==> config.mk <==
export PLATFORM = sky130hd
export DESIGN_NAME = register_alias_table_flat
export DESIGN_NICKNAME = d
export VERILOG_FILES = /design/src/rtl/register_alias_table_pkg.sv /design/src/rtl/register_alias_table_if.sv /design/src/rtl/rat_read_port.sv /design/src/rtl/register_alias_table.sv /design/src/flat_wrapper.sv
export SDC_FILE = /design/constraint.sdc
export NUM_CORES = 1
export LEC_CHECK = 0
export ABC_CLOCK_PERIOD_IN_PS = 4330
export CAP_MARGIN = 20
export CORE_MARGIN = 2
export CORE_UTILIZATION = 35
export DETAILED_ROUTE_END_ITERATION = 10
export GPL_TIMING_DRIVEN = 0
export PLACE_DENSITY = 0.63
export SLEW_MARGIN = 10
export SYNTH_ARGS = -nofsm -noshare
export SYNTH_HDL_FRONTEND = slang
export SYNTH_SLANG_ARGS = --single-unit
==> constraint.sdc <==
create_clock -name CLK -period 4.33 [get_ports CLK]
set_clock_uncertainty 0.2 [all_clocks]
set_input_delay 0.866 -clock CLK [delete_from_list [all_inputs] [get_ports CLK]]
set_output_delay 0.866 -clock CLK [all_outputs]
set_load 0.03 [all_outputs]
==> src/rtl/register_alias_table_pkg.sv <==
// Shared rename constants for the register alias table, ROB and issuer.
// ROB_ENTRY/ARCH_ENTRY set the default alias and architectural register
// spaces; ARCH_ZERO_ID is the hard-wired zero register that is never renamed.
package register_alias_table_pkg;

    localparam int ROB_ENTRY       = 4;
    localparam int ARCH_ENTRY      = 32;
    localparam int ROB_ENTRY_LOG2  = $clog2(ROB_ENTRY);
    localparam int ARCH_ENTRY_LOG2 = $clog2(ARCH_ENTRY);
    localparam int ARCH_ZERO_ID    = 0;

endpackage

==> src/rtl/register_alias_table_if.sv <==
// Rename bus between the pipeline (master) and the alias table (slave).
// master drives allocate/commit/flush requests and the two source lookup ids;
// slave returns per-source valid/alias and the current mapping count.
interface register_alias_table_if
    import register_alias_table_pkg::*;
#(
    parameter int ROB_W  = ROB_ENTRY_LOG2,
    parameter int ARCH_W = ARCH_ENTRY_LOG2
);
    logic              rat_register_request;
    logic [ARCH_W-1:0] rat_register_arch_id;
    logic [ROB_W-1:0]  rat_register_alias;
    logic              rat_register_remove;
    logic [ARCH_W-1:0] rat_remove_arch_id;
    logic [ROB_W-1:0]  rat_remove_alias;
    logic              rat_flush;
    logic [ARCH_W-1:0] rat_rs1_arch_id;
    logic [ARCH_W-1:0] rat_rs2_arch_id;
    logic              rat_rs1_valid;
    logic              rat_rs2_valid;
    logic [ROB_W-1:0]  rat_rs1_alias;
    logic [ROB_W-1:0]  rat_rs2_alias;
    logic [ARCH_W:0]   rat_mapped_count;

    modport master (
        output rat_register_request, rat_register_arch_id, rat_register_alias,
        output rat_register_remove, rat_remove_arch_id, rat_remove_alias,
        output rat_flush, rat_rs1_arch_id, rat_rs2_arch_id,
        input  rat_rs1_valid, rat_rs2_valid, rat_rs1_alias, rat_rs2_alias,
        input  rat_mapped_count
    );

    modport slave (
        input  rat_register_request, rat_register_arch_id, rat_register_alias,
        input  rat_register_remove, rat_remove_arch_id, rat_remove_alias,
        input  rat_flush, rat_rs1_arch_id, rat_rs2_arch_id,
        output rat_rs1_valid, rat_rs2_valid, rat_rs1_alias, rat_rs2_alias,
        output rat_mapped_count
    );

endinterface

==> src/rtl/rat_read_port.sv <==
// Combinational source lookup into the alias table.
// Ports: arch_id (lookup index), valid_tbl/alias_tbl (registered table),
// valid (source renamed), rob_alias (ROB entry, forced 0 when not valid).
module rat_read_port
    import register_alias_table_pkg::*;
#(
    parameter int ROB_W  = 2,
    parameter int N_ARCH = 32,
    parameter int ARCH_W = 5
) (
    input  logic [ARCH_W-1:0]             arch_id,
    input  logic [N_ARCH-1:0]             valid_tbl,
    input  logic [N_ARCH-1:0][ROB_W-1:0]  alias_tbl,
    output logic                          valid,
    output logic [ROB_W-1:0]              rob_alias
);

    localparam logic [ARCH_W-1:0] ZERO_ID = ARCH_W'(ARCH_ZERO_ID);

    // Entry 0 is masked here as well so a lookup of the zero register can
    // never report a mapping, whatever the table holds.
    always_comb begin
        valid     = (arch_id != ZERO_ID) && valid_tbl[arch_id];
        rob_alias = valid ? alias_tbl[arch_id] : '0;
    end

endmodule

==> src/rtl/register_alias_table.sv <==
// Register alias table: maps architectural registers to in-flight ROB entries.
// Ports: CLK, RST (sync, active-high), rat_bus (slave side of the rename bus:
// allocate, commit-remove, flush, two source lookups, mapping count).
// Updates are registered; lookups see the table as of the last edge.
module register_alias_table #(
    parameter int ROB_ENTRY  = register_alias_table_pkg::ROB_ENTRY,
    parameter int ARCH_ENTRY = register_alias_table_pkg::ARCH_ENTRY
) (
    input  logic                  CLK,
    input  logic                  RST,
    register_alias_table_if.slave rat_bus
);

    localparam int ROB_ENTRY_LOG2  = $clog2(ROB_ENTRY);
    localparam int ARCH_ENTRY_LOG2 = $clog2(ARCH_ENTRY);
    localparam int CNT_W           = ARCH_ENTRY_LOG2 + 1;
    localparam logic [ARCH_ENTRY_LOG2-1:0] ZERO_ID =
        ARCH_ENTRY_LOG2'(register_alias_table_pkg::ARCH_ZERO_ID);

    logic [ARCH_ENTRY-1:0]                     valid_q;
    logic [ARCH_ENTRY-1:0][ROB_ENTRY_LOG2-1:0] alias_q;
    logic [CNT_W-1:0]                          count_q;

    logic req_ok;
    logic rem_ok;
    logic inc;

    always_comb begin
        req_ok = rat_bus.rat_register_request
                 && (rat_bus.rat_register_arch_id != ZERO_ID);
        // A commit only retires the mapping it created; if a younger
        // instruction has since renamed the register the alias differs and
        // the entry is left alone. A same-cycle request to that register wins.
        rem_ok = rat_bus.rat_register_remove
                 && valid_q[rat_bus.rat_remove_arch_id]
                 && (alias_q[rat_bus.rat_remove_arch_id] == rat_bus.rat_remove_alias)
                 && !(req_ok && (rat_bus.rat_register_arch_id == rat_bus.rat_remove_arch_id));
        inc    = req_ok && !valid_q[rat_bus.rat_register_arch_id];
    end

    always_ff @(posedge CLK) begin
        if (RST) begin
            valid_q <= '0;
            alias_q <= '0;
            count_q <= '0;
        end else if (rat_bus.rat_flush) begin
            valid_q <= '0;
            count_q <= '0;
        end else begin
            if (rem_ok) begin
                valid_q[rat_bus.rat_remove_arch_id] <= 1'b0;
            end
            if (req_ok) begin
                valid_q[rat_bus.rat_register_arch_id] <= 1'b1;
                alias_q[rat_bus.rat_register_arch_id] <= rat_bus.rat_register_alias;
            end
            count_q <= count_q + CNT_W'(inc) - CNT_W'(rem_ok);
        end
    end

    assign rat_bus.rat_mapped_count = count_q;

    rat_read_port #(
        .ROB_W  (ROB_ENTRY_LOG2),
        .N_ARCH (ARCH_ENTRY),
        .ARCH_W (ARCH_ENTRY_LOG2)
    ) u_rs1_port (
        .arch_id   (rat_bus.rat_rs1_arch_id),
        .valid_tbl (valid_q),
        .alias_tbl (alias_q),
        .valid     (rat_bus.rat_rs1_valid),
        .rob_alias (rat_bus.rat_rs1_alias)
    );

    rat_read_port #(
        .ROB_W  (ROB_ENTRY_LOG2),
        .N_ARCH (ARCH_ENTRY),
        .ARCH_W (ARCH_ENTRY_LOG2)
    ) u_rs2_port (
        .arch_id   (rat_bus.rat_rs2_arch_id),
        .valid_tbl (valid_q),
        .alias_tbl (alias_q),
        .valid     (rat_bus.rat_rs2_valid),
        .rob_alias (rat_bus.rat_rs2_alias)
    );

endmodule

==> src/flat_wrapper.sv <==
// flat-port wrapper written by rule: the top's interface ports become plain ports
module register_alias_table_flat 
#(
    parameter int ROB_ENTRY  = register_alias_table_pkg::ROB_ENTRY,
    parameter int ARCH_ENTRY = register_alias_table_pkg::ARCH_ENTRY
)
  (CLK, RST, rat_bus_rat_register_request, rat_bus_rat_register_arch_id, rat_bus_rat_register_alias, rat_bus_rat_register_remove, rat_bus_rat_remove_arch_id, rat_bus_rat_remove_alias, rat_bus_rat_flush, rat_bus_rat_rs1_arch_id, rat_bus_rat_rs2_arch_id, rat_bus_rat_rs1_valid, rat_bus_rat_rs2_valid, rat_bus_rat_rs1_alias, rat_bus_rat_rs2_alias, rat_bus_rat_mapped_count);
  register_alias_table_if #(.ROB_W(2), .ARCH_W(5)) rat_bus_i ();
  input  logic CLK;
  input  logic RST;
  input wire logic [$bits(rat_bus_i.rat_register_request)-1:0] rat_bus_rat_register_request;
  input wire logic [$bits(rat_bus_i.rat_register_arch_id)-1:0] rat_bus_rat_register_arch_id;
  input wire logic [$bits(rat_bus_i.rat_register_alias)-1:0] rat_bus_rat_register_alias;
  input wire logic [$bits(rat_bus_i.rat_register_remove)-1:0] rat_bus_rat_register_remove;
  input wire logic [$bits(rat_bus_i.rat_remove_arch_id)-1:0] rat_bus_rat_remove_arch_id;
  input wire logic [$bits(rat_bus_i.rat_remove_alias)-1:0] rat_bus_rat_remove_alias;
  input wire logic [$bits(rat_bus_i.rat_flush)-1:0] rat_bus_rat_flush;
  input wire logic [$bits(rat_bus_i.rat_rs1_arch_id)-1:0] rat_bus_rat_rs1_arch_id;
  input wire logic [$bits(rat_bus_i.rat_rs2_arch_id)-1:0] rat_bus_rat_rs2_arch_id;
  output wire logic [$bits(rat_bus_i.rat_rs1_valid)-1:0] rat_bus_rat_rs1_valid;
  output wire logic [$bits(rat_bus_i.rat_rs2_valid)-1:0] rat_bus_rat_rs2_valid;
  output wire logic [$bits(rat_bus_i.rat_rs1_alias)-1:0] rat_bus_rat_rs1_alias;
  output wire logic [$bits(rat_bus_i.rat_rs2_alias)-1:0] rat_bus_rat_rs2_alias;
  output wire logic [$bits(rat_bus_i.rat_mapped_count)-1:0] rat_bus_rat_mapped_count;
  assign rat_bus_i.rat_register_request = rat_bus_rat_register_request;
  assign rat_bus_i.rat_register_arch_id = rat_bus_rat_register_arch_id;
  assign rat_bus_i.rat_register_alias = rat_bus_rat_register_alias;
  assign rat_bus_i.rat_register_remove = rat_bus_rat_register_remove;
  assign rat_bus_i.rat_remove_arch_id = rat_bus_rat_remove_arch_id;
  assign rat_bus_i.rat_remove_alias = rat_bus_rat_remove_alias;
  assign rat_bus_i.rat_flush = rat_bus_rat_flush;
  assign rat_bus_i.rat_rs1_arch_id = rat_bus_rat_rs1_arch_id;
  assign rat_bus_i.rat_rs2_arch_id = rat_bus_rat_rs2_arch_id;
  assign rat_bus_rat_rs1_valid = rat_bus_i.rat_rs1_valid;
  assign rat_bus_rat_rs2_valid = rat_bus_i.rat_rs2_valid;
  assign rat_bus_rat_rs1_alias = rat_bus_i.rat_rs1_alias;
  assign rat_bus_rat_rs2_alias = rat_bus_i.rat_rs2_alias;
  assign rat_bus_rat_mapped_count = rat_bus_i.rat_mapped_count;
  register_alias_table #(.ROB_ENTRY(ROB_ENTRY), .ARCH_ENTRY(ARCH_ENTRY)) u_core (.CLK(CLK), .RST(RST), .rat_bus(rat_bus_i));
endmodule
### Word level (Yosys, flattened, before mapping)

Cells that the tools add are included.
W data, S select, Z words.

| cells by class | value |
|---|---|
| $add $sub $neg | 2 |
| $mul | 0 |
| div/mod/pow operators | 0 |
| magnitude comparators | 6 |
| equal/unequal tests | 2 |
| shifts and indexed selects | 0 |
| multiplexer cells | 27 |
| bitwise operators | 4 |
| reduce and logical (&&, ||, !) cells | 17 |

Operator list:

| kind | number |
|---|---|
| $mux W32 | 4 |
| $bwmux W64 | 1 |
| $and A32 B32 Y32 | 1 |
| $not A32 Y32 | 1 |
| $or A32 B32 Y32 | 1 |
| $bmux W2 S5 | 3 |
| $lt A5 B6 Y1 const B | 4 |
| $bmux W1 S5 | 4 |
| $reduce_bool A5 Y1 | 3 |
| $mux W2 | 6 |
| $demux W1 S5 | 2 |
| $demux W2 S5 | 1 |
| $ge A5 B1 Y1 const B | 2 |
| $logic_and A1 B1 Y1 | 10 |
| $add A6 B1 Y6 | 1 |
| $mux W1 | 6 |
| $sub A6 B1 Y6 | 1 |
| $eq A5 B5 Y1 | 1 |
| $eq A2 B2 Y1 | 1 |
| $logic_not A1 Y1 | 2 |
| $reduce_and A2 Y1 | 1 |
| $reduce_or A2 Y1 | 1 |
| $not A1 Y1 | 1 |

| word-level totals | value |
|---|---|
| register bits after elaboration | 102 |
| latch bits | 0 |
| bits in writable memories | 0 |
| bits in read-only memories | 0 |
| bits of input ports | 29 |
| memories kept | 0 |

### Logic depth before layout (Yosys ltp)

Gate-level depths: netlist of the first run.

| logic depth | value |
|---|---|
| depth after elaboration | 11 |
| gate-level depth with buffers | 20 |
| mapped depth without buffers | 15 |

### Cells and area by module

Synthesis of the first run repeated with hierarchy kept, for this count alone.

| second synthesis, totals | value |
|---|---|
| cell total of the unflattened synthesis | 840 |
| area total of the unflattened synthesis | 7428.4 sq um |

Modules (own cells, without submodules):

| module | instances | cells each | area an instance (sq um) | sequential area each (sq um) |
|---|---|---|---|---|
| register_alias_table | 1 | 694 | 5614.1 | 2042.0 |
| rat_read_port | 2 | 73 | 907.1 | 0.0 |

### Worst setup path after synthesis of the first run

No wires, ideal clock.

| path | value |
|---|---|
| path kind | input to register |
| start point | input rat_bus_rat_remove_arch_id[1] |
| end point | register u_core.count_q[4] (netlist: u_core.rat_bus.rat_mapped_count[4]) |
| arrival time | 4.261 ns |
| data required time | 4.002 ns |
| slack | -0.259 ns |
| cell stages on the path | 20 |
| path buffers | 5 |
| cell sequence | buf_6 > buf_6 > buf_8 > buf_4 > mux2i_1 > nor3_1 > o41ai_1 > o2111ai_1 > xor2_1 > buf_4 > nor2_1 > ha_1 > inv_1 > ha_1 > fa_1 > a21oi_1 > nor2_1 > nor2_1 > xor2_1 > nor2_1 |

| on the way | value |
|---|---|
| word-level cells in the longest chain between the ends | 6 |
| elaborated cells on any way between the ends | 12 |
| those cells by class | add/sub (1); eq/ne (2); mux (4); reduce/logical (5) |

Ends and longest elaborated chain:

| element | RTL line | RTL |
|---|---|---|
| start, declared | flat_wrapper.sv:15 | `input wire logic [$bits(rat_bus_i.rat_remove_arch_id)-1:0] rat_bus_rat_remove_arch_id;` |
| $bmux W2 S5 or $bmux W1 S5 (tied branches) | register_alias_table.sv:36, register_alias_table.sv:35 |  |
| $mux W2 (not written as such) or $mux W1 (tied branches) | register_alias_table.sv:36, register_alias_table.sv:35 |  |
| $eq A2 B2 Y1 or $logic_and A1 B1 Y1 (tied branches) | register_alias_table.sv:36, register_alias_table.sv:35 |  |
| $logic_and A1 B1 Y1 | register_alias_table.sv:36 | `&& (alias_q[rat_bus.rat_remove_arch_id] == rat_bus.rat_remove_alias)` |
| $logic_and A1 B1 Y1 (*) | register_alias_table.sv:37 | `&& !(req_ok && (rat_bus.rat_register_arch_id == rat_bus.rat_remove_arch_id));` |
| $sub A6 B1 Y6 (*) | register_alias_table.sv:57 | `count_q <= count_q + CNT_W'(inc) - CNT_W'(rem_ok);` |
| end signal, assigned | register_alias_table.sv:57 |  |
| end, declared | register_alias_table.sv:22 | `logic [CNT_W-1:0] count_q;` |

Every way passes the cells marked *; elsewhere a longest branch is shown, timed or not. The select of a mux whose other input is x is not followed.
A chain may end at the register's enable or synchronous reset.

### Worst setup path after layout of the first run

| path | value |
|---|---|
| start point | input rat_bus_rat_rs2_arch_id[0] |
| end point | output rat_bus_rat_rs2_alias[1] |

| on the way | value |
|---|---|
| word-level cells in the longest chain between the ends | 4 |
| elaborated cells on any way between the ends | 7 |
| those cells by class | mux (5); reduce/logical (2) |

Ends and longest elaborated chain:

| element | RTL line | RTL |
|---|---|---|
| start, declared | flat_wrapper.sv:19 | `input wire logic [$bits(rat_bus_i.rat_rs2_arch_id)-1:0] rat_bus_rat_rs2_arch_id;` |
| $bmux W1 S5 | rat_read_port.sv:23 | `valid = (arch_id != ZERO_ID) && valid_tbl[arch_id];` |
| $mux W1 (not written as such) | rat_read_port.sv:23 |  |
| $logic_and A1 B1 Y1 | rat_read_port.sv:23 |  |
| $mux W2 (*) | rat_read_port.sv:24 | `rob_alias = valid ? alias_tbl[arch_id] : '0;` |
| end, declared | flat_wrapper.sv:23 | `output wire logic [$bits(rat_bus_i.rat_rs2_alias)-1:0] rat_bus_rat_rs2_alias;` |

Marked as above.

==> results of run 1 <==
[repair_timing]
action,4_1_cts,5_1_grt
buffers inserted,9,16
gates resized for setup,67,44
pin swaps,5,15
gates cloned,0,1
hold buffers,0,0
endpoints found under the setup margin,35,4
[registers in the layout (all words and copies together), names as in the netlist]
signal / cells
u_core.alias_q: 64
u_core.valid_q: 32
u_core.rat_bus.rat_mapped_count: 6
[synth_stat cells, types with 11 or more instances]
| master | instances |
|---|---|
| nand2_1 | 113 |
| dfxtp_1 | 102 |
| a21oi_1 | 78 |
| mux4_2 | 75 |
| nor2_1 | 60 |
| clkbuf_1 | 48 |
| nand3_1 | 46 |
| mux2i_1 | 43 |
| o21ai_0 | 35 |
| nor3_1 | 16 |
| inv_1 | 12 |
| buf_1 | 11 |
[final cells by class]
type / count / share of cell area
inverter: 12 / 0.005713
multi-input combinational: 586 / 0.5695
timing repair buffer: 56 / 0.05947
antenna: 1 / 0.0002930
tap: 265 / 0.03882
buffer: 67 / 0.04892
clock inverter: 7 / 0.01186
sequential: 102 / 0.2391
clock buffer: 9 / 0.02637
[per-stage QoR]
stage,setup TNS (ns),area (sq um)
3_5_place_dp,-23.71,7729
3_3_place_gp,-23.72,7724
5_1_grt,0,8539
4_1_cts,0,8308
2_1_floorplan,-0.05143,7102
6_report,0,8542
[worst max-delay path by stage]
stage / to / start
5_1_grt: u_core.rat_bus.rat_mapped_count[4]$_SDFF_PP0_ / rat_bus_rat_remove_arch_id[1]
3_3_place_gp: u_core.rat_bus.rat_mapped_count[4]$_SDFF_PP0_ / rat_bus_rat_remove_arch_id[4]
4_1_cts: u_core.rat_bus.rat_mapped_count[4]$_SDFF_PP0_ / rat_bus_rat_remove_arch_id[0]
6_report: rat_bus_rat_rs2_alias[1] / rat_bus_rat_rs2_arch_id[0]
2_1_floorplan: u_core.rat_bus.rat_mapped_count[4]$_SDFF_PP0_ / rat_bus_rat_remove_arch_id[1]
3_5_place_dp: u_core.rat_bus.rat_mapped_count[4]$_SDFF_PP0_ / rat_bus_rat_remove_arch_id[4]
[power by group through the flow]
stage	Sequential [W]	Clock, W	Combinational, W
5_1_grt	0.000953	0.000944	0.000405
3_5_place_dp	0.000974	0	0.000331
6_report	0.000952	0.000900	0.000384
3_3_place_gp	0.000973	0	0.000331
4_1_cts	0.000951	0.000905	0.000356
2_1_floorplan	0.000979	0	0.000207
[metal layers]
| metal | vias up | global-route usage | share of wire |
|---|---|---|---|
| met5 | - | 0 | 0.00075 |
| met4 | 4 | 0.09223 | 0.042 |
| met3 | 89 | 0.07719 | 0.12 |
| met2 | 484 | 0.3750 | 0.44 |
| met1 | 3363 | 0.3401 | 0.40 |
| li1 | 3007 | - | - |
[logic make-up (layout without fill, tap and decap cells)]
group | after synthesis | in the layout | synth area share
AND/OR/NAND/NOR | 283 | 283 | 0.1911
buffers and inverters | 81 | 151 | 0.04907
other | 0 | 1 | 0
AO/OA/AOI/OAI | 162 | 162 | 0.1355
multiplexers | 123 | 123 | 0.3081
flip-flops | 102 | 102 | 0.2891
adder cells (fa/ha/maj) | 7 | 7 | 0.01346
XOR/XNOR | 11 | 11 | 0.01364
[worst reg2reg max path, delay by kind of cell, from the launching register on]
kind | cells | cell delay, ns
compound gates | 1 | 0.15
xor+xnor | 1 | 0.16
fa+ha+maj | 3 | 0.85
buf+inv | 1 | 0.04
flops | 1 | 0.36
mux | 1 | 0.52
simple gates | 8 | 1.45
==> reports/results.ini, run 1 <==
[global_routing]
antenna_found_initial=4
track_usage=0.2499
grt_pass1_vias=6406
grt_max_degree=21
grt_overflow=0
grt_pass1_wl_microns=40360

[worst_setup_path]
crit_path_start_kind=primary input
critPathBufInv=3
crit_top_cell=mux4_2
ff2ff_path_depth=15
r2r_setup_slack_ns=0.48
cp.depth=7
crit_path_max_fanout=10
cp_cell_sequence=clkbuf_2, clkbuf_8, mux4_2, mux4_2, mux2i_1, nor2_1, dlygate4sd2_1
critPathRequiredTime_ns=3.26
path_class=primary input to primary output
cp_top_family=multiplexers
cp-end-kind=primary output
cp.arrival_ns=3.22
cpPeakStageDelay_ns=0.55
slowest_stage=mux4_2
reg2reg_to=u_core.rat_bus.rat_mapped_count[4]$_SDFF_PP0_
rr_startpoint=u_core.alias_q[20]$_SDFFE_PP0P_

[detailed_routing]
via_per_inst=6.287
wl_per_cell_microns=24.17
drt_wl_total_microns=26710
antenna_left=0
dr.pass1.iters=5
dr.first_iter.drc_count=956
vias=6947
route.detailed.drc=0

[pwr]
p_int_w=0.001562
total_power_w=0.002236
powerDensity_nw_per_um2=261.7
seq_power_share=0.426
leakage_nw=2.820
p_switching_w=0.0006738
sw_frac_of_total=0.3014
combPwrFrac=0.172
ir_drop_v=0.0001612
pwr-share-clk=0.403

[floorplan]
ioPinCount=41
rows=51
core_sq_um=19650
die_w_microns=146.1
die-area_sq_um=21330
initial_utilization=0.3594
die_h_microns=146.1

[place]
gp_congestion=1.000
place_ws_ns=-1.218
hpwl_microns=19780
io_buffer_count=29
dpl.cell_count=1063

[finish]
final_cell_mix=nand2_1, dfxtp_1, a21oi_1
drive_gt1_frac=0.2229
syn_to_final_growth_pct=20.94
regArea_sq_um=2042
post-route-util=0.4346
layout_commonest_cell=nand2_1
multi_input_area_sq_um=4865
fin_nets=870
fin_cells=1105
fillers=1949

[timing]
slew_viol_final=0
timing.hold.ws_ns=0.2622
rsz0062_at_grt=no
worst_pin_slew_ns=1.041
finalSetupViolations=0
finalCriticalPeriod_ns=4.285
slew-limit-headroom=0.3037
fmax_mhz=233.4
hold_viol=0
finalWorstSetupSlack_ns=0.04488
period_share=0.9896

[clocking]
cts_made_buffers=9
htreeDepth=3
cts_tree=yes
clk_latency_ns=0.38
cts.path.max_buffers=2
numClockSinks=102
clockRootBuffer=clkbuf_16
clk_pin_slew_ns=0.07

[yosys]
synth_nets=805
async_flop_share=0
synth.ff_latch_count=102
syn_inst=769
synth_edf_count=0
yosysTopAreaCell=dfxtp_1
yosysWarnings=0
yosys-top-cells-area=dfxtp_1, mux4_2, mux2i_1
postSynthAreaPerCell_sq_um=9.185
synthFlopType=dfxtp_1
syn_area_sq_um=7063
synth_top_area_frac=0.2891
synth_cell_types=57
seq_area_frac_synth=0.2891

[min_path]
whs_path_depth=2
whs_endpoint=u_core.valid_q[0]$_SDFF_PP0_
hold_start=u_core.valid_q[0]$_SDFF_PP0_
hold_path_class=flop to flop

[run_status]
status=finished, final reports clean

[flow_run]
maxCapViolCount=0

Power figures use the tool's default switching activity.
==> inputs of run 2 (changes only) <==
--- a/config.mk
+++ b/config.mk
@@ -9,6 +9,7 @@
 export CAP_MARGIN = 20
 export CORE_MARGIN = 2
 export CORE_UTILIZATION = 35
+export CTS_CLUSTER_DIAMETER = 100
 export DETAILED_ROUTE_END_ITERATION = 10
 export GPL_TIMING_DRIVEN = 0
 export PLACE_DENSITY = 0.63
==> results of run 2 <==
No change in the layout: final DEF, timing and power equal those of run 1.
==> inputs of run 3 (changes only) <==
--- a/config.mk
+++ b/config.mk
@@ -7,9 +7,10 @@
 export LEC_CHECK = 0
 export ABC_CLOCK_PERIOD_IN_PS = 4330
 export CAP_MARGIN = 20
+export CORE_ASPECT_RATIO = 1.5
 export CORE_MARGIN = 2
 export CORE_UTILIZATION = 35
-export CTS_CLUSTER_DIAMETER = 100
+export CTS_CLUSTER_DIAMETER = 30
 export DETAILED_ROUTE_END_ITERATION = 10
 export GPL_TIMING_DRIVEN = 0
 export PLACE_DENSITY = 0.63
==> reports/results.ini, run 3 (synthesis results as in run 1) <==
[detailed_routing]
routed.top_layer=met4
dr.first_iter.drc_count=819  ; -14%
route.detailed.drc=0  ; unchanged
met3_length_microns=2043  ; -38%
antenna_left=0  ; unchanged
vias=6883  ; -0.92%
route.met2.wl_microns=13220  ; +14%
dr.pass1.iters=6  ; +1
wl_per_cell_microns=24.76  ; +2.4%
wl_met1_microns=9271  ; -13%
via_per_inst=6.309  ; +0.35%
drt_wl_total_microns=27010  ; +1.1%

[floorplan]
initial_utilization=0.3570  ; -0.002386
core_sq_um=19790  ; +0.67%
die_h_microns=178.0  ; +22%
die_w_microns=120.0  ; -18%
rows=63  ; +24%
die-area_sq_um=21360  ; +0.11%
ioPinCount=41  ; unchanged

[pwr]
seq_power_share=0.433  ; +0.007
p_switching_w=0.0006420  ; -4.7%
ir_drop_v=0.0001891  ; +17%
combPwrFrac=0.170  ; -0.002
sw_frac_of_total=0.2920  ; -0.009348
leakage_nw=2.745  ; -2.7%
powerDensity_nw_per_um2=262.4  ; +0.27%
pwr-share-clk=0.397  ; -0.006
p_int_w=0.001556  ; -0.35%

[global_routing]
grt_pass1_vias=6812  ; +6.3%
grt_overflow=0  ; unchanged
antenna_found_initial=0  ; -4
grt_max_degree=18  ; -14%
grt_pass1_wl_microns=40590  ; +0.56%
track_usage=0.2557  ; +0.005827

[min_path]
hold_path_class=flop to flop

[finish]
syn_to_final_growth_pct=18.60
final_cell_mix=nand2_1, dfxtp_1, a21oi_1
post-route-util=0.4234  ; -0.01123
largest_register_ffs=64  ; unchanged
n_antenna_cell=0  ; -1
layout_commonest_cell=nand2_1
registers.top_by_ff_count=u_core.alias_q
fin_nets=862  ; -0.92%
drive_gt1_frac=0.2094  ; -0.01350

[clocking]
clockRootBuffer=clkbuf_16
htreeDepth=3  ; unchanged
cts_tree=yes
cts_made_buffers=9  ; unchanged
numClockSinks=102  ; unchanged
clk_pin_slew_ns=0.07  ; about the same
cts.path.max_buffers=2  ; unchanged
clk_latency_ns=0.36  ; -0.02 ns

[timing]
worst_pin_slew_ns=0.9599  ; -0.08081 ns
hold_viol=0  ; unchanged
period_share=0.9786  ; -0.01099
fmax_mhz=236.0  ; +1.1%
finalSetupViolations=0  ; unchanged
finalCriticalPeriod_ns=4.238  ; -0.04760 ns
setup_tns_ns=0  ; unchanged
slew-limit-headroom=0.3566  ; +0.05295
slew_viol_final=0  ; unchanged

[place]
hpwl_microns=20400  ; +3.1%
io_buffer_count=29  ; unchanged
gp_congestion=0.9740  ; -2.6%

[worst_setup_path]
path_class=primary input to primary output
crit_path_max_fanout=10  ; unchanged
crit_path_start_kind=primary input
cp.arrival_ns=3.17  ; -0.05 ns
cp-end-kind=primary output
critPathRequiredTime_ns=3.26  ; about the same

[flow_run]
maxCapViolCount=0  ; unchanged

[run_status]
status=finished, final reports clean

-- run 3: power by group through the flow --
stage / Clock [W] / Combinational, W / Sequential (W)
2_1_floorplan: 0 / 0.000207 / 0.000979
3_3_place_gp: 0 / 0.000331 / 0.000973
3_5_place_dp: 0 / 0.000333 / 0.000974
4_1_cts: 0.000869 / 0.000353 / 0.000952
5_1_grt: 0.000909 / 0.000391 / 0.000953
6_report: 0.000873 / 0.000373 / 0.000952
-- run 3: timing repair --
| item | 4_1_cts | 5_1_grt |
|---|---|---|
| setup endpoints to repair | 20 | 5 |
| gates resized for setup | 55 | 32 |
| hold buffers | 0 | 0 |
| setup buffers | 7 | 9 |
| pin swaps | 2 | 12 |
-- run 3: layout make-up --
class / count / area, sq um
repair buffers: 46 / 424.2
fillers: 1947 / 11410
well taps: 260 / 325.3
inverters: 12 / 48.80
flip-flops and latches: 102 / 2042
multi-input cells: 586 / 4808
plain buffers: 69 / 419.2
clock inverters: 5 / 66.31
clock buffers: 11 / 242.7
-- run 3: per-layer routing --
layer,vias to the layer above,global-route usage
met3,136,0.04220
met4,0,0.2098
met2,469,0.4363
met1,3293,0.2770
met5,-,0
li1,2985,-
-- run 3: final timing paths --
kind / slack, ns / endpoint / from / cells past startpoint
max: 0.09 / rat_bus_rat_rs1_alias[1] / rat_bus_rat_rs1_arch_id[0] / 7
min: 0.27 / u_core.valid_q[0]$_SDFF_PP0_ / u_core.valid_q[0]$_SDFF_PP0_ / 2
max reg2reg: 0.44 / u_core.rat_bus.rat_mapped_count[4]$_SDFF_PP0_ / u_core.alias_q[20]$_SDFFE_PP0P_ / 16
min reg2reg: 0.27 / u_core.valid_q[0]$_SDFF_PP0_ / u_core.valid_q[0]$_SDFF_PP0_ / 2
-- run 3: critical path, stage by stage --
cell	delay, ns
clkbuf_2	0.26
buf_6	0.25
mux4_2	0.54
mux4_2	0.54
mux2i_1	0.25
nor2_1	0.08
dlygate4sd2_1	0.36
-- run 3: per-stage QoR --
| stage | hold WS [ns] | power, W | setup WS, ns | area (sq um) | std cells |
|---|---|---|---|---|---|
| after global placement | 0.2513 | 0.001304 | -1.229 | 7717 | 1058 |
| after floorplan | 0.2192 | 0.001186 | -0.05143 | 7102 | 769 |
| final | 0.2735 | 0.002198 | 0.09248 | 8377 | 1091 |
| after detailed placement | 0.2470 | 0.001307 | -1.280 | 7730 | 1059 |
| after global routing | 0.2919 | 0.002253 | -0.04177 | 8377 | 1091 |
| after CTS | 0.2566 | 0.002174 | 0.01097 | 8217 | 1082 |
